===== src/rtl/alu_arbiter.sv =====
// alu_arbiter: two-requester arbiter driving one shared 32-bit ALU, with a held, id-tagged
// response channel. Define ALU_ARB_RR_EN for round-robin arbitration (fixed priority otherwise).
module alu_arbiter #(
  parameter int unsigned W = 32
) (
  input  logic         clk,
  input  logic         rst_n,
  input  logic         req0_valid,
  output logic         req0_ready,
  input  logic [W-1:0] req0_src1,
  input  logic [W-1:0] req0_src2,
  input  logic [3:0]   req0_ctrl,
  input  logic         req1_valid,
  output logic         req1_ready,
  input  logic [W-1:0] req1_src1,
  input  logic [W-1:0] req1_src2,
  input  logic [3:0]   req1_ctrl,
  output logic         rsp_valid,
  input  logic         rsp_ready,
  output logic         rsp_id,
  output logic [W-1:0] rsp_result,
  output logic         rsp_zero,
  output logic         rsp_cout,
  output logic         rsp_overflow,
  output logic         rsp_err,
  output logic         busy
);

  localparam int unsigned CW = 4;

  localparam logic [CW-1:0] CTRL_AND  = 4'b0000;
  localparam logic [CW-1:0] CTRL_OR   = 4'b0001;
  localparam logic [CW-1:0] CTRL_ADD  = 4'b0010;
  localparam logic [CW-1:0] CTRL_SUB  = 4'b0110;
  localparam logic [CW-1:0] CTRL_SLT  = 4'b0111;
  localparam logic [CW-1:0] CTRL_NOR  = 4'b1100;
  localparam logic [CW-1:0] CTRL_NAND = 4'b1101;

  typedef enum logic [1:0] {
    ST_IDLE = 2'd0,
    ST_EXEC = 2'd1,
    ST_RESP = 2'd2
  } state_e;

  state_e state_q, state_d;

  logic [W-1:0]  op_src1_q, op_src2_q;
  logic [CW-1:0] op_ctrl_q;
  logic          op_id_q;

  logic [W-1:0]  rsp_result_q, rsp_result_d;
  logic          rsp_zero_q, rsp_zero_d;
  logic          rsp_cout_q, rsp_cout_d;
  logic          rsp_ovf_q, rsp_ovf_d;
  logic          rsp_err_q, rsp_err_d;
  logic          rsp_id_q;

  logic          accept_c, grant_id_c, capture_c, prio0_c;
  logic          op_supported_c, op_arith_c;

  logic [W-1:0]  alu_src1_c, alu_src2_c, alu_b_c, alu_result_c;
  logic [CW-1:0] alu_ctrl_c;
  logic [W:0]    alu_sum_c;
  logic          alu_sub_c, alu_ovf_raw_c, alu_zero_c, alu_cout_c, alu_ovf_c;

`ifdef ALU_ARB_RR_EN
  // Last-grant register: the other requester gets priority on the next contention.
  logic last_q;

  always_ff @(posedge clk or negedge rst_n) begin
    if (!rst_n) begin
      last_q <= 1'b1;
    end else if (accept_c) begin
      last_q <= grant_id_c;
    end
  end

  assign prio0_c = last_q;
`else
  assign prio0_c = 1'b1;
`endif

  always_ff @(posedge clk or negedge rst_n) begin
    if (!rst_n) begin
      state_q <= ST_IDLE;
    end else begin
      state_q <= state_d;
    end
  end

  always_comb begin
    state_d    = state_q;
    req0_ready = 1'b0;
    req1_ready = 1'b0;
    accept_c   = 1'b0;
    grant_id_c = 1'b0;
    capture_c  = 1'b0;
    unique case (state_q)
      ST_IDLE: begin
        if (req0_valid && (!req1_valid || prio0_c)) begin
          req0_ready = 1'b1;
          accept_c   = 1'b1;
          state_d    = ST_EXEC;
        end else if (req1_valid) begin
          req1_ready = 1'b1;
          accept_c   = 1'b1;
          grant_id_c = 1'b1;
          state_d    = ST_EXEC;
        end
      end
      ST_EXEC: begin
        capture_c = 1'b1;
        state_d   = ST_RESP;
      end
      ST_RESP: begin
        if (rsp_ready) begin
          state_d = ST_IDLE;
        end
      end
      default: state_d = ST_IDLE;
    endcase
  end

  always_ff @(posedge clk or negedge rst_n) begin
    if (!rst_n) begin
      op_src1_q <= '0;
      op_src2_q <= '0;
      op_ctrl_q <= '0;
      op_id_q   <= 1'b0;
    end else if (accept_c) begin
      op_src1_q <= grant_id_c ? req1_src1 : req0_src1;
      op_src2_q <= grant_id_c ? req1_src2 : req0_src2;
      op_ctrl_q <= grant_id_c ? req1_ctrl : req0_ctrl;
      op_id_q   <= grant_id_c;
    end
  end

  // Unsupported codes run a harmless 0+0 ADD so the ALU never sees an undefined control.
  always_comb begin
    op_supported_c = 1'b0;
    op_arith_c     = 1'b0;
    case (op_ctrl_q)
      CTRL_ADD, CTRL_SUB, CTRL_SLT: begin
        op_supported_c = 1'b1;
        op_arith_c     = 1'b1;
      end
      CTRL_AND, CTRL_OR, CTRL_NOR, CTRL_NAND: op_supported_c = 1'b1;
      default: ;
    endcase
    alu_ctrl_c = op_supported_c ? op_ctrl_q : CTRL_ADD;
    alu_src1_c = op_supported_c ? op_src1_q : '0;
    alu_src2_c = op_supported_c ? op_src2_q : '0;
  end

  // Shared ALU: SUB and SLT use src1 + ~src2 + 1, so cout is the no-borrow carry.
  always_comb begin : u_alu
    alu_sub_c     = (alu_ctrl_c == CTRL_SUB) || (alu_ctrl_c == CTRL_SLT);
    alu_b_c       = alu_sub_c ? ~alu_src2_c : alu_src2_c;
    alu_sum_c     = {1'b0, alu_src1_c} + {1'b0, alu_b_c} + (W+1)'(alu_sub_c);
    alu_ovf_raw_c = (alu_src1_c[W-1] == alu_b_c[W-1]) && (alu_sum_c[W-1] != alu_src1_c[W-1]);
    alu_result_c  = '0;
    alu_cout_c    = 1'b0;
    alu_ovf_c     = 1'b0;
    case (alu_ctrl_c)
      CTRL_AND:  alu_result_c = alu_src1_c & alu_src2_c;
      CTRL_OR:   alu_result_c = alu_src1_c | alu_src2_c;
      CTRL_NOR:  alu_result_c = ~(alu_src1_c | alu_src2_c);
      CTRL_NAND: alu_result_c = ~(alu_src1_c & alu_src2_c);
      CTRL_ADD, CTRL_SUB: begin
        alu_result_c = alu_sum_c[W-1:0];
        alu_cout_c   = alu_sum_c[W];
        alu_ovf_c    = alu_ovf_raw_c;
      end
      CTRL_SLT: begin
        alu_result_c = W'($signed(alu_src1_c) < $signed(alu_src2_c));
        alu_cout_c   = alu_sum_c[W];
        alu_ovf_c    = alu_ovf_raw_c;
      end
      default: ;
    endcase
    if (!rst_n) begin
      alu_result_c = '0;
      alu_cout_c   = 1'b0;
      alu_ovf_c    = 1'b0;
    end
    alu_zero_c = (alu_result_c == '0);
  end

  always_comb begin
    rsp_result_d = alu_result_c;
    rsp_zero_d   = alu_zero_c;
    rsp_cout_d   = 1'b0;
    rsp_ovf_d    = 1'b0;
    rsp_err_d    = 1'b0;
    if (!op_supported_c) begin
      rsp_result_d = '0;
      rsp_zero_d   = 1'b1;
      rsp_err_d    = 1'b1;
    end else if (op_arith_c) begin
      rsp_cout_d = alu_cout_c;
      rsp_ovf_d  = alu_ovf_c;
    end
  end

  always_ff @(posedge clk or negedge rst_n) begin
    if (!rst_n) begin
      rsp_result_q <= '0;
      rsp_zero_q   <= 1'b0;
      rsp_cout_q   <= 1'b0;
      rsp_ovf_q    <= 1'b0;
      rsp_err_q    <= 1'b0;
      rsp_id_q     <= 1'b0;
    end else if (capture_c) begin
      rsp_result_q <= rsp_result_d;
      rsp_zero_q   <= rsp_zero_d;
      rsp_cout_q   <= rsp_cout_d;
      rsp_ovf_q    <= rsp_ovf_d;
      rsp_err_q    <= rsp_err_d;
      rsp_id_q     <= op_id_q;
    end
  end

  assign rsp_valid    = (state_q == ST_RESP);
  assign busy         = (state_q != ST_IDLE);
  assign rsp_id       = rsp_id_q;
  assign rsp_result   = rsp_result_q;
  assign rsp_zero     = rsp_zero_q;
  assign rsp_cout     = rsp_cout_q;
  assign rsp_overflow = rsp_ovf_q;
  assign rsp_err      = rsp_err_q;

endmodule


===== config.mk =====
export PLATFORM = sky130hd
export DESIGN_NAME = alu_arbiter
export DESIGN_NICKNAME = d
export VERILOG_FILES = /design/src/rtl/alu_arbiter.sv
export SDC_FILE = /design/constraint.sdc
export NUM_CORES = 1
export LEC_CHECK = 0
export ABC_AREA = 1
export CAP_MARGIN = 20
export CORE_MARGIN = 2
export CORE_UTILIZATION = 60
export CTS_BUF_LIST = sky130_fd_sc_hd__clkbuf_4 sky130_fd_sc_hd__clkbuf_8
export DETAILED_ROUTE_END_ITERATION = 10
export GPL_TIMING_DRIVEN = 1
export HOLD_SLACK_MARGIN = 0.03
export PLACE_DENSITY = 0.95
export SLEW_MARGIN = 10
export SYNTH_ARGS = -nofsm -noshare
export SYNTH_HDL_FRONTEND = slang
export SYNTH_SLANG_ARGS = --single-unit

===== constraint.sdc =====
create_clock -name clk -period 7.95 [get_ports clk]
set_clock_uncertainty 0.05 [all_clocks]
set_input_delay 1.1925 -clock clk [delete_from_list [all_inputs] [get_ports clk]]
set_output_delay 1.1925 -clock clk [all_outputs]
set_load 0.01 [all_outputs]

* After elaboration in Yosys (flattened, before gate mapping)
Cells that the tools add are included.
** Cells by class
- $add $sub $neg :: 2
- $lt $le $gt $ge :: 1
- Equal/unequal tests :: 18
- Muxes and demuxes :: 34
- Bitwise operators :: 5
- Reductions and logical operators :: 12
** Operators with widths (count)
- $mux 32 :: 7
- $pmux 32 s6 :: 1
- $not 32->32 :: 3
- $add 32x32->33 :: 1
- $add 33x1->33 :: 1
- $and 32x32->32 :: 1
- $logic_not 32->1 :: 1
- $lt 32x32->1 :: 1
- $or 32x32->32 :: 1
- $mux 1 :: 20
- $eq 4x3->1 const B :: 4
- $eq 4x4->1 const B :: 4
- $eq 4x1->1 const B :: 2
- $eq 4x2->1 const B :: 2
- $logic_not 4->1 :: 2
- $mux 4 :: 2
- $reduce_or 7->1 :: 1
- $mux 2 :: 3
- $pmux 2 s3 :: 1
- $reduce_or 3->1 :: 2
- $ne 3x3->1 const B :: 1
- $eq 2x1->1 const B :: 1
- $eq 2x2->1 const B :: 1
- $logic_not 2->1 :: 1
- other kinds (8) :: 8
** Word-level totals
- Register bits :: 108

* Depth between registers and ports, before layout
Gate-level depths: netlist of the first run.
- Word-level depth :: 15
- Gate-level depth with buffers :: 29
- Mapped depth without buffers :: 27

* Worst setup path before layout of the first run
No wires, ideal clock.
- Path kind :: register -> register
- From :: register op_ctrl_q[1]
- To :: register rsp_zero_q, in the netlist rsp_zero
- Setup time :: 0.078 ns
- Arrival :: 3.448 ns
- Data required time :: 7.822 ns
- Path slack :: 4.374 ns
- Stages on the path, launching flop included :: 24
- Path through :: dfrtp_1 > inv_2 > nand3_1 > nand3_4 > clkbuf_1 > clkbuf_1 > nand2_1 > xor2_1 > ha_1 > a21oi_1 > o21ai_0 > a21oi_1 > nand2_1 > a21oi_1 > nand2_1 > nand2_1 > o21ai_1 > nand2_1 > nand2_1 > nor2_1 > nand2_1 > nor2_1 > nand3_1 > a21oi_1
** Between the ends
- Cells in the longest elaborated chain, start to end :: 13
- Elaborated cells between the ends (all ways) :: 34
- Classes of those cells :: add/sub (2); order compare (1); eq/ne (12); mux (8); bitwise (5); reduce/logical (6)
** Ends and longest elaborated chain
- start: declaration :: line 48 : logic [CW-1:0] op_ctrl_q;
- start signal: assignment :: line 133 : op_ctrl_q <= grant_id_c ? req1_ctrl : req0_ctrl;
- $eq 4x2->1 (tied with other cells) :: line 142 : case (op_ctrl_q)
- $reduce_or 7->1 (no line)
- $mux 1 :: line 142
- $mux 4 :: line 150 : alu_ctrl_c = op_supported_c ? op_ctrl_q : CTRL_ADD;
- $eq 4x3->1 :: line 157, 164
- $logic_or 1x1->1 :: line 157 : alu_sub_c = (alu_ctrl_c == CTRL_SUB) || (alu_ctrl_c == CTRL_SLT);
- $mux 32 :: line 158 : alu_b_c = alu_sub_c ? ~alu_src2_c : alu_src2_c;
- $add 32x32->33 :: line 159 : alu_sum_c = {1'b0, alu_src1_c} + {1'b0, alu_b_c} + (W+1)'(alu_sub_c);
- $add 33x1->33 :: line 159
- $pmux 32 s6 :: line 164 : case (alu_ctrl_c)
- $mux 32 :: line 181 : if (!rst_n) begin
- $logic_not 32->1 :: line 186 : alu_zero_c = (alu_result_c == '0);
- $mux 1 (*) :: line 195 : if (!op_supported_c) begin
- end signal: assignment :: line 215 : rsp_zero_q <= rsp_zero_d;
- end: declaration :: line 52 : logic rsp_zero_q, rsp_zero_d;
Every way passes the cells marked *; elsewhere a longest branch is shown, timed or not.
A chain may end at the register's enable or synchronous reset.

* Worst setup path in the final report of the first run
- From :: input req1_valid
- To :: output req1_ready
** Between the ends
- Cells in the longest elaborated chain, start to end :: 3
** Ends and longest elaborated chain
- start: declaration :: line 13 : input logic req1_valid,
- $mux 1 :: line 104 : end else if (req1_valid) begin
- $mux 1 :: line 100 : if (req0_valid && (!req1_valid || prio0_c)) begin
- $mux 1 :: line 98 : unique case (state_q)
- end: declaration :: line 14 : output logic req1_ready,
Every way passes these cells.

==> results of run 1 <==
## report_power, final
group	total [W]	internal, W	switching (W)
Sequential	0.000939	0.000772	0.000167
Combinational	0.00370	0.00128	0.00242
Clock	0.000347	0.000122	0.000225
Total	0.00499	0.00217	0.00281
## area by class of cell
type	instances	area, µm²	area share (%)
Multi-Input combinational cell	1157	6571	53.27
Sequential cell	108	2703	21.91
Timing Repair Buffer	190	1909	15.48
Inverter	183	686.9	5.569
Tap cell	220	275.3	2.231
Clock buffer	9	123.9	1.004
Clock inverter	7	66.31	0.5376
## cells in the mapped netlist, drive strengths merged
cell type  count
nand2        365
o21ai        196
inv          182
nor2         153
ha           124
nand3        112
dfrtp        108
a21oi         64
clkbuf        46
xor2          34
a221oi        22
buf           17
o22ai         16
nand4         12
a31oi          8
nor3           8
a32o           5
nand3b         5
o21a           5
o21bai         5
o211ai         4
a211oi         3
a22o           3
a21o           2
nor4           2
o221ai         2
a2111oi        1
a221o          1
and3           1
clkinv         1
fa             1
nor4b          1
o221a          1
xnor2          1
## cells by family (layout without fill, tap and decap cells)
logic type / Yosys count / in the layout
AO/OA/AOI/OAI: 338 / 338
XOR/XNOR: 35 / 35
adder cells (fa/ha/maj): 125 / 125
buffers and inverters: 246 / 389
flip-flops: 108 / 108
AND/OR/NAND/NOR: 659 / 659
## stage by stage
stage	utilization [%]	instances	hold slack (ns)
floorplan	-	1511	0.4308
global placement	72.95	1856	0.4156
detailed placement	72.95	1856	0.4219
CTS	74.10	1872	0.4484
global route	74.39	1874	0.4668
finish	74.39	1874	0.4419
## registers in the layout, summed over array words and instances (netlist names)
signal	count
rsp_overflow	1
rsp_err	1
op_src2_q	32
op_ctrl_q	4
rsp_zero	1
op_id_q	1
rsp_id	1
state_q	2
rsp_result	32
op_src1_q	32
rsp_cout	1
## critical path, delay by kind of cell
kind                   cells  cell delay (ns)
buffers and inverters      4             2.06
AND/OR/NAND/NOR            2             0.21
## layer usage
layer	GRT usage, %	vias up	share of wire (%)
met5	0	-	0
met2	56.04	670	45
li1	-	5270	-
met1	48.58	5066	41
met3	5.669	88	11
met4	12.28	0	3.1
## path summary, 6_finish.rpt
kind                                 endpoint  slack [ns]
worst max register to register       rsp_zero        3.47
worst min register to register         rsp_id        0.44
max in group asynchronous          state_q[0]        5.69
worst max-delay path               req1_ready        3.18
worst min-delay path                   rsp_id        0.44
min in group asynchronous       rsp_result[1]        0.80
## placed cells by master, fill, tap and decap left out, types with 22 or more instances in the layout
cell type,n
nand2_1,351
o21ai_0,190
clkdlybuf4s50_1,180
inv_1,177
nor2_1,150
ha_1,124
nand3_1,108
dfrtp_1,108
a21oi_1,64
xor2_1,34
a221oi_1,22
==> impl_metrics.env, run 1 <==
export IMPL_htreeDepth=3
export IMPL_post_drt_via_cell_ratio=5.920
export IMPL_cp_end_kind="output pin"
export IMPL_ctsHoldBuffers=0
export IMPL_leakage_nw=6.273
export IMPL_period_minus_slack_ns=4.766
export IMPL_grt_max_degree=80
export IMPL_synth_top_area_share_pct=26.50
export IMPL_post_place_ws_ns=3.240
export IMPL_status="complete, no violations"
export IMPL_slew_viol_final=0
export IMPL_peakVddDrop_mv=0.2570
export IMPL_setup_tns_ns=0
export IMPL_hold_class="register to register"
export IMPL_required_ns=6.71
export IMPL_grt_ovfl_total=0
export IMPL_die_h_um=134.4
export IMPL_syn_area_mm2=0.01020
export IMPL_antennaDiodeCount=0
export IMPL_pin_count=182
export IMPL_area_delta_synth_final_pct=20.94
export IMPL_rr_startpoint="op_ctrl_q[2]"
export IMPL_grt_pass1_wl_um=50700
export IMPL_num_vias=11090
export IMPL_drtIter0Drc=1146
export IMPL_tightest_slew_ns=0.9971
export IMPL_fin_crit_sh_pct=59.95
export IMPL_worstSetupStartpointType="input pin"
export IMPL_cts_resized=0
export IMPL_syn_num_nets=1777
export IMPL_synth_top_family_by_area="simple AND/OR/NAND/NOR gates"
export IMPL_clk_path_buf_depth=2
export IMPL_wl_per_cell_um=16.84
export IMPL_synth_area_leaders="dfrtp_1 (26%), ha_1 (15%), nand2_1 (13%)"
export IMPL_clkSinkCount=108
export IMPL_antenna_found_initial=0
export IMPL_reg2reg_depth=25
export IMPL_crit_type="input pin to output pin"
export IMPL_maxSlewHeadroom_pct=33.46
export IMPL_avgSynthCellArea_um2=6.750
export IMPL_yosys_mux_area_fraction_pct=0
export IMPL_dieArea_mm2=0.01806
export IMPL_ys_types=44
export IMPL_slowest_delay_ns=0.67
export IMPL_yosysWarnings=0
export IMPL_tritoncts="built"
export IMPL_io_buffers=181
export IMPL_power_density_mw_per_mm2=404.3
export IMPL_insertion_delay_ns=0.41
export IMPL_grt_pass1_vias=10400
export IMPL_cts_inserted_buffers=9
export IMPL_syn_inst=1511
export IMPL_root_buffer="clkbuf_8"
export IMPL_synth_seq_cells=108
export IMPL_synth_xor_area_share_pct=3.005
export IMPL_finalInstanceArea_mm2=0.01234
export IMPL_worst_ep_arrival_time_ns=3.52
export IMPL_fillers=1286
export IMPL_synth_seq_area_share_pct=26.50
export IMPL_place_congestion=1.021
export IMPL_start_util_pct=61.51
export IMPL_path_max_fanout=70
export IMPL_synth_top_cell_by_area="dfrtp_1"
export IMPL_synth_fa_ha_area_share_pct=15.41
export IMPL_cp_slowest_cell="clkdlybuf4s50_1"
export IMPL_drt_pass1_iter_count=5
export IMPL_hold_viol=0
export IMPL_ant_nets=0
export IMPL_synth_compound_area_share_pct=18.81
export IMPL_die_w_um=134.4
export IMPL_worstHoldStart="rsp_id"
export IMPL_num_rows=47
export IMPL_synth_simple_area_share_pct=27.06
export IMPL_final_nets=1915
export IMPL_post_cts_setup_buffers=0
export IMPL_max_freq_ghz=0.2098
export IMPL_coreArea_mm2=0.01658
export IMPL_layout_drive_gt1_share_pct=3.325
export IMPL_setup_ws_ns=3.184
export IMPL_drcViolationCount=0
export IMPL_whs_path_depth=2
export IMPL_grt_use_total_pct=35.15
export IMPL_setup_viol=0
export IMPL_clk_pin_slew_ns=0.11
export IMPL_p_total_w=0.004987
export IMPL_startpoint="req1_valid"
export IMPL_placed_area_mm2=0.01210
export IMPL_drv_cap=0
export IMPL_drt_wl_total_um=31550
export IMPL_hpwl_um=24780
export IMPL_rsz0062_at_grt="false"
export IMPL_crit_chain="clkdlybuf4s50_1, nand2_2, buf_4, nor2_4, buf_4, clkdlybuf4s50_1"
(Power assumes the default switching activity.)
==> run 2: changes to the inputs <==
--- a/config.mk
+++ b/config.mk
@@ -8,12 +8,12 @@
 export ABC_AREA = 1
 export CAP_MARGIN = 20
 export CORE_MARGIN = 2
-export CORE_UTILIZATION = 60
+export CORE_UTILIZATION = 56
 export CTS_BUF_LIST = sky130_fd_sc_hd__clkbuf_4 sky130_fd_sc_hd__clkbuf_8
 export DETAILED_ROUTE_END_ITERATION = 10
 export GPL_TIMING_DRIVEN = 1
 export HOLD_SLACK_MARGIN = 0.03
-export PLACE_DENSITY = 0.95
+export PLACE_DENSITY = 0.94
 export SLEW_MARGIN = 10
 export SYNTH_ARGS = -nofsm -noshare
 export SYNTH_HDL_FRONTEND = slang
==> constraint.sdc (replaced) <==
create_clock -name clk -period 4.5 [get_ports clk]
set_clock_uncertainty 0.05 [all_clocks]
set_input_delay 0.675 -clock clk [delete_from_list [all_inputs] [get_ports clk]]
set_output_delay 0.675 -clock clk [all_outputs]
set_load 0.01 [all_outputs]
==> run 2 against run 1 <==
Effect of this change:
- clock power is 83% higher
- sequential power grew 79%
- hold slack got worse by 0.14 ns
- first-iteration DRC count grew 7.8%
- wire length up 8.6%
- via count is 0.45% lower
- utilization decreased by 5.0 points
- global-route usage down 0.067 points
- setup slack worse by 2.9 ns
- register-to-register slack got worse by 3.2 ns
- clock-buffer cell count rose by 1
- critical path depth up 18
- critical endpoint is now rsp_zero
==> impl_metrics.env, run 2 (synthesized netlist as in run 1, its figures left out) <==
export IMPL_status="complete, no violations"
export IMPL_final_cell_mix="nand2_1 (351), o21ai_0 (190), clkdlybuf4s50_1 (180)"
export IMPL_slew_viol_final=0
export IMPL_grt_ovfl_total=0
export IMPL_clk_pin_slew_ns=0.13
export IMPL_hold_viol=0
export IMPL_cts_resized=0
export IMPL_post_cts_setup_buffers=0
export IMPL_seq_area_mm2=0.002703
export IMPL_hold_class="input pin to async pin"
export IMPL_crit_type="register to register"
export IMPL_clk_path_buf_depth=2
export IMPL_cp_slowest_cell="dfrtp_1"
export IMPL_rsz0062_at_grt="false"
export IMPL_setup_tns_ns=0
export IMPL_htreeDepth=3
export IMPL_area_delta_synth_final_pct=21.83
export IMPL_multi_input_area_mm2=0.006571
export IMPL_pin_count=182
export IMPL_drt_pass1_iter_count=6
export IMPL_fin_crit_sh_pct=93.80
export IMPL_post_drt_via_cell_ratio=5.834
export IMPL_cp_end_kind="register"
export IMPL_clkSinkCount=108
export IMPL_required_ns=4.75
export IMPL_max_freq_ghz=0.2369
export IMPL_io_buffers=181
export IMPL_drtIter0Drc=1235
export IMPL_die_w_um=139.0
export IMPL_start_util_pct=56.98
export IMPL_power_density_mw_per_mm2=728.4
export IMPL_path_max_fanout=22
export IMPL_placed_area_mm2=0.01222
export IMPL_insertion_delay_ns=0.41
export IMPL_cp_buffers_inverters=3
export IMPL_ant_nets=0
export IMPL_hpwl_um=27230
export IMPL_maxSlewHeadroom_pct=42.13
export IMPL_antennaDiodeCount=0
export IMPL_grt_pass1_wl_um=54400
export IMPL_crit_chain="inv_2, nand2_1, nand2_2, nand3_4, buf_4, nand2_1, xor2_1, ha_1, nand2_1, nor2_1, inv_1, nor3_1, nand3_1, nand2_1, nand2_1, nand3_1, o211ai_1, nand2_1, nand2_1, nor2_1, nand2_1, nor2_1, nand3_1, a21oi_1"
export IMPL_num_rows=49
export IMPL_wl_per_cell_um=18.11
export IMPL_coreArea_mm2=0.01790
export IMPL_tightest_slew_ns=0.8680
export IMPL_die_h_um=139.0
export IMPL_grt_max_degree=74
export IMPL_num_vias=11040
export IMPL_crit_family="simple AND/OR/NAND/NOR gates"
export IMPL_root_buffer="clkbuf_8"
export IMPL_drv_cap=0
export IMPL_mostFrequentLayoutCell="nand2_1"
export IMPL_worst_ep_arrival_time_ns=4.47
export IMPL_grt_use_total_pct=35.08
export IMPL_slowest_delay_ns=0.48
export IMPL_drt_wl_total_um=34280
export IMPL_cts_inserted_buffers=9
export IMPL_hold_ws_ns=0.3011
export IMPL_dieArea_mm2=0.01931
export IMPL_fillers=1548
export IMPL_period_minus_slack_ns=4.221
export IMPL_crit_top_cell="nand2_1"
export IMPL_tritoncts="built"
export IMPL_layout_drive_gt1_share_pct=3.906
export IMPL_setup_viol=0
export IMPL_place_congestion=0.9932
export IMPL_worstSetupStartpointType="register"
export IMPL_grt_pass1_vias=10480
export IMPL_finalInstanceArea_mm2=0.01243
export IMPL_leakage_nw=6.317
export IMPL_final_nets=1925
export IMPL_drcViolationCount=0
export IMPL_ctsHoldBuffers=0
export IMPL_antenna_found_initial=0
export IMPL_peakVddDrop_mv=0.7016
[run 2: worst paths after layout]
check | startpoint | endpoint | slack (ns) | cells past startpoint
max in group asynchronous | rst_n | rsp_result[26] | 3.21 | 2
min in group clk | rsp_result[30] | rsp_result[30] | 0.44 | 2
max | op_ctrl_q[2] | rsp_zero | 0.28 | 24
min reg2reg | rsp_result[30] | rsp_result[30] | 0.44 | 2
min | rst_n | rsp_result[4] | 0.30 | 1
max reg2reg | op_ctrl_q[2] | rsp_zero | 0.28 | 24
[run 2: power by group]
| group | switching [W] | internal (W) |
|---|---|---|
| clock network | 0.000410 | 0.000225 |
| logic | 0.00440 | 0.00234 |
| registers | 0.000318 | 0.00136 |
[run 2: layer usage]
| layer | vias up | routed length, µm | global-route usage, % |
|---|---|---|---|
| li1 | 5283 | - | - |
| met4 | 0 | 811 | 10.26 |
| met3 | 61 | 3249 | 3.833 |
| met5 | - | 0 | 0 |
| met1 | 5104 | 14750 | 49.86 |
| met2 | 596 | 15460 | 56.78 |
[run 2: per-stage QoR]
step           instances  utilization [%]  power (W)  worst slack, ns
4_1_cts             1892            69.33   0.008874           0.3979
3_5_place_dp        1876            68.24   0.008222           0.4666
5_1_grt             1893            69.42   0.009844          0.08556
6_report            1893            69.42   0.009052           0.2789
3_3_place_gp        1876            68.24   0.008056           0.5405
2_1_floorplan       1511                -   0.006068           0.9238
[run 2: cell type report]
| class | count | area share (%) |
|---|---|---|
| repair buffers | 200 | 15.97 |
| flip-flops and latches | 108 | 21.75 |
| well taps | 229 | 2.306 |
| multi-input cells | 1157 | 52.88 |
| clock inverters | 6 | 0.5135 |
| clock buffers | 10 | 1.057 |
| inverters | 183 | 5.528 |
==> variant 1 (flow settings as in run 1) <==
Build with the macro `ALU_ARB_RR_EN` defined.
--- a/src/rtl/alu_arbiter.sv
+++ b/src/rtl/alu_arbiter.sv
@@ -2,2 +2,4 @@
 // response channel. Define ALU_ARB_RR_EN for round-robin arbitration (fixed priority otherwise).
+`define ALU_ARB_RR_EN
+
 module alu_arbiter #(
Behaviour: not the same (a bounded check fails within 4 cycles, from zero or initial values and one cycle with rst_n low).
==> variant 1 against run 1 <==
Routed wire length fell by 4.0%. Sequential cell count rose by 1. Count of clock-buffer cells in the layout rose by 1. Register-to-register slack got worse by 30 ps. Total power rose by 13%. Final cell count fell by 3.2%. Clock power fell by 3%. Synthesized area fell by 2.5%. Final area fell by 1.9%. Fmax rose by 2.9%. Sequential share of layout area rose by 0.65 points. Worst setup slack improved by 140 ps.
==> variant 1: results (changes against run 1) <==
Hold Path End = rsp_result[26] (was rsp_id)
Largest net degree at the start of global routing = 76 (was 80)
NonClk Buf Share = 15.9% (was 15.5%)
Via count = 10600 (was 11100)
Maximum fanout along the worst path = 69 (was 70)
Mux share of post-synthesis cell area = 0% (unchanged)
Worst Min Path Start = rsp_result[26] (was rsp_id)
R2R Setup Slk = 3440 ps (was 3470 ps)
Post-synth top cells = nand2_1, o21ai_0, inv_1 (unchanged)
FF-to-FF path depth = 23 (was 25)
Layout Nets = 1855 (was 1915)
Least-Margin Pin Slew = 952 ps (was 997 ps)
Post-Synth Adder-Cell Area = 15.8% (was 15.4%)
Final-layout clock-cell area share = 1.53% (was 1.54%)
Sequential area share after synthesis = 27.4% (was 26.5%)
Placer Congestion = 0.995 (was 1.02)
Synth Area in Compound Gates = 21.4% (was 18.8%)
Post-Layout Inst Area = 12100 um^2 (was 12300 um^2)
Status = finished clean (unchanged)
Multi-input comb cells = 1115 (was 1157)
Wire length per cell = 16.7 um (was 16.8 um)
Clock buffers = 10 (was 9)
Min Tclk post-route = 4630 ps (was 4770 ps)
LEAKAGE = 6.23 nW (was 6.27 nW)
Final core utilization = 73.7% (was 74.4%)
Layout cell share with drive strength beyond 1 = 3.07% (was 3.33%)
Fillers = 1261 (was 1286)
Post-CTS Setup Inserts = 0 (unchanged)
Reg-to-reg startpoint = op_ctrl_q[3] (was op_ctrl_q[2])
CTS Root Buffer Type = clkbuf_8 (unchanged)
Clock sinks = 109 (was 108)
Drt pass-1 iters = 8 (was 5)
Top cells by area, synth = dfrtp_1, ha_1, nand2_1 (unchanged)
Dpl ws = 3300 ps (was 3240 ps)
FF+latch area = 2730 um^2 (was 2700 um^2)
Plain + repair buffers = 193 (was 190)
Inverter count = 161 (was 183)
Syn Nets = 1712 (was 1777)
Area of the multi-input gates = 6380 um^2 (was 6570 um^2)
First-pass GRT wire length = 49000 um (was 50700 um)
Arrival time at the worst endpoint = 3390 ps (was 3520 ps)
GR Util All Layers = 34.5% (was 35.2%)
Vias in the first global route = 9868 (was 10400)
Post-DP HPWL = 24000 um (was 24800 um)
VDD IR max = 0.000269 V (was 0.000257 V)
Worst-path clk slew = 90 ps (was 110 ps)
DR iter-0 viols = 1081 (was 1146)
XOR/XNOR share of the synthesized area = 2.91% (was 3.01%)
Net switching power = 3.21 mW (was 2.81 mW)
Hold_ws = 442 ps (about the same)
==> variant 1: cell types whose count changed in the layout (fill, tap and decap cells not counted), moves of 4 or more <==
| cell | before | now |
|---|---|---|
| o21ai_0 | 190 | 195 |
| nand3_1 | 108 | 50 |
| nand2_2 | 11 | 5 |
| buf_4 | 8 | 12 |
| inv_1 | 177 | 158 |
| a211oi_1 | 3 | 7 |
| o211ai_1 | 4 | 8 |
| o22ai_1 | 16 | 23 |
| a21oi_1 | 64 | 68 |
| a21o_1 | 2 | 8 |
| nor2_1 | 150 | 146 |
| o21a_1 | 5 | 1 |
==> variant 1: power groups by stage <==
stage | registers (mW) | clock network [mW] | logic, mW
floorplan | 0.954 | 0 | 2.94
global placement | 0.956 | 0 | 4.03
detailed placement | 0.975 | 0 | 4.17
CTS | 0.964 | 0.338 | 4.19
global route | 0.995 | 0.362 | 4.80
finish | 0.971 | 0.337 | 4.32
==> variant 1: logic make-up (layout without fill, tap and decap cells) <==
family	Yosys count	in the layout
buf+inv	222	370
fa+ha+maj	125	125
compound gates	369	369
xor+xnor	33	33
simple gates	588	588
flops	109	109
==> variant 1: metal layers <==
layer  vias up  part of all wire, %  global-route usage [%]
met5         -                    0                       0
met4         0                  2.6                    11.9
met3        52                  8.2                    4.44
met2       544                   45                    54.0
met1      4903                   45                    49.6
li1       5083                    -                       -
==> variant 1: metrics by stage <==
step | std cells | power (mW)
after CTS | 1813 | 5.50
final | 1814 | 5.62
after floorplan | 1446 | 3.89
after detailed placement | 1797 | 5.15
after global routing | 1814 | 6.16
after global placement | 1797 | 4.99
==> variant 1: critical path: stages <==
cell and delay (ps):
clkdlybuf4s50_1 530, inv_1 80, o21ai_0 230, inv_1 130
nor2_1 130, nand2_2 50, buf_4 340, inv_1 150
clkdlybuf4s50_1 540
==> variant 2 (flow settings as in run 1) <==
Made on the original files. Register the output `rsp_err` once more, with the module's reset; this adds one clock of latency there. The other outputs are not delayed to match.
--- a/src/rtl/alu_arbiter.sv
+++ b/src/rtl/alu_arbiter.sv
@@ -229,3 +229,9 @@
   assign rsp_overflow = rsp_ovf_q;
-  assign rsp_err      = rsp_err_q;
+  always_ff @(posedge clk or negedge rst_n) begin
+    if (!rst_n) begin
+      rsp_err <= '0;
+    end else begin
+      rsp_err <= rsp_err_q;
+    end
+  end
 
Behaviour: not the same (a bounded check fails within 4 cycles, from zero or initial values and one cycle with rst_n low).
==> variant 2 against run 1 <==
Synthesized area rose by 0.25%. Critical path depth is the same. Final area up 0.62%. Sequential cell count increased by 1. Total power rose by 1.3%. Worst setup slack better by 44 ps. Routed wire length rose by 2.3%. Critical endpoint unchanged.
==> variant 2: results (changes against run 1) <==
Sequential area share after synthesis = 26.7% (was 26.5%)
Max_slew headroom = 50.2% (was 33.5%)
Arrival time at the worst endpoint = 3480 ps (was 3520 ps)
LEAKAGE = 6.30 nW (was 6.27 nW)
DR iter-0 viols = 1382 (was 1146)
Post-synth top cells = nand2_1, o21ai_0, inv_1 (unchanged)
Drt pass-1 iters = 7 (was 5)
VDD IR max = 0.000256 V (was 0.000257 V)
Area post-placement = 12100 um^2 (about the same)
Routed wire length on met2 = 14500 um (was 14100 um)
Placer Congestion = 0.979 (was 1.02)
Ys flop type = dfrtp_1 (unchanged)
Switching Fraction = 55.9% (was 56.4%)
Worst-path clk slew = 90 ps (was 110 ps)
Worst Min Path Start = rsp_err_q (was rsp_id)
Cells on Worst Hold Path = 0 (was 2)
R2R Setup Slk = 3430 ps (was 3470 ps)
Metal1 wirelength = 13300 um (was 13100 um)
Syn Nets = 1778 (was 1777)
Dpl ws = 3270 ps (was 3240 ps)
Status = finished clean (unchanged)
Layout Nets = 1918 (was 1915)
Max H-tree Level = 3 (unchanged)
Hold Path End = rsp_err (was rsp_id)
Met3 Routed Length = 3430 um (was 3440 um)
Number of synthesized flops with an enable pin = 0 (unchanged)
Post-DP HPWL = 25200 um (was 24800 um)
First-pass GRT wire length = 51500 um (was 50700 um)
Largest net degree at the start of global routing = 85 (was 80)
Via count = 11300 (was 11100)
Final WL = 32300 um (was 31600 um)
Fillers = 1297 (was 1286)
Layout cell share with drive strength beyond 1 = 3.44% (was 3.33%)
Top cells by area, synth = dfrtp_1, ha_1, nand2_1 (unchanged)
GR Util All Layers = 35.7% (was 35.2%)
-- variant 2: cell count changes in the layout (fill, tap and decap cells not counted), sizes merged --
cell | run 1 | this run
buf | 10 | 12
bufinv | 0 | 1
inv | 186 | 184
clkinv | 4 | 2
clkinvlp | 0 | 1
clkbuf | 9 | 11
dfrtp | 108 | 109
-- variant 2: worst max path at each step --
stage,slack (ps),depth (start not counted),endpoint
final,3230,6,req1_ready
after global routing,3110,6,req1_ready
after CTS,3250,6,req1_ready
after detailed placement,3270,6,req1_ready
after global placement,3280,6,req1_ready
after floorplan,4370,23,rsp_zero
-- variant 2: layout make-up --
type	instances	area share [%]
multi-input combinational	1157	52.9
sequential	109	22.0
timing repair buffer	192	15.6
inverter	183	5.53
tap	220	2.22
clock buffer	11	1.17
clock inverter	5	0.534
-- variant 2: power groups by stage --
stage	clock network, mW	registers (mW)	logic (mW)
final	0.373	0.947	3.73
after global routing	0.400	0.963	4.13
after global placement	0	0.937	3.43
after floorplan	0	0.919	2.52
after CTS	0.373	0.937	3.60
after detailed placement	0	0.947	3.57
-- variant 2: critical path: stages --
cell	delay, ps
clkdlybuf4s50_1	470
nand2_2	50
buf_4	340
nor2_4	130
buf_4	560
clkdlybuf4s50_1	670
-- variant 2: metrics by stage --
step                std cells  hold WS, ps
detailed placement       1858          327
global route             1877          368
CTS                      1874          349
finish                   1877          346
global placement         1858          315
floorplan                1512          304
-- variant 2: kinds of logic (layout without fill, tap and decap cells) --
family | Yosys count | after routing | share of synthesized area [%]
xor+xnor | 35 | 35 | 3.00
fa+ha+maj | 125 | 125 | 15.4
compound gates | 338 | 338 | 18.8
flops | 109 | 109 | 26.7
simple gates | 659 | 659 | 27.0
buf+inv | 246 | 391 | 9.20
-- variant 2: routing by layer --
layer  track usage, %  up-vias
met1             48.4     5229
met5                0        -
li1                 -     5281
met3             5.93       98
met2             57.1      664
met4             14.6        0
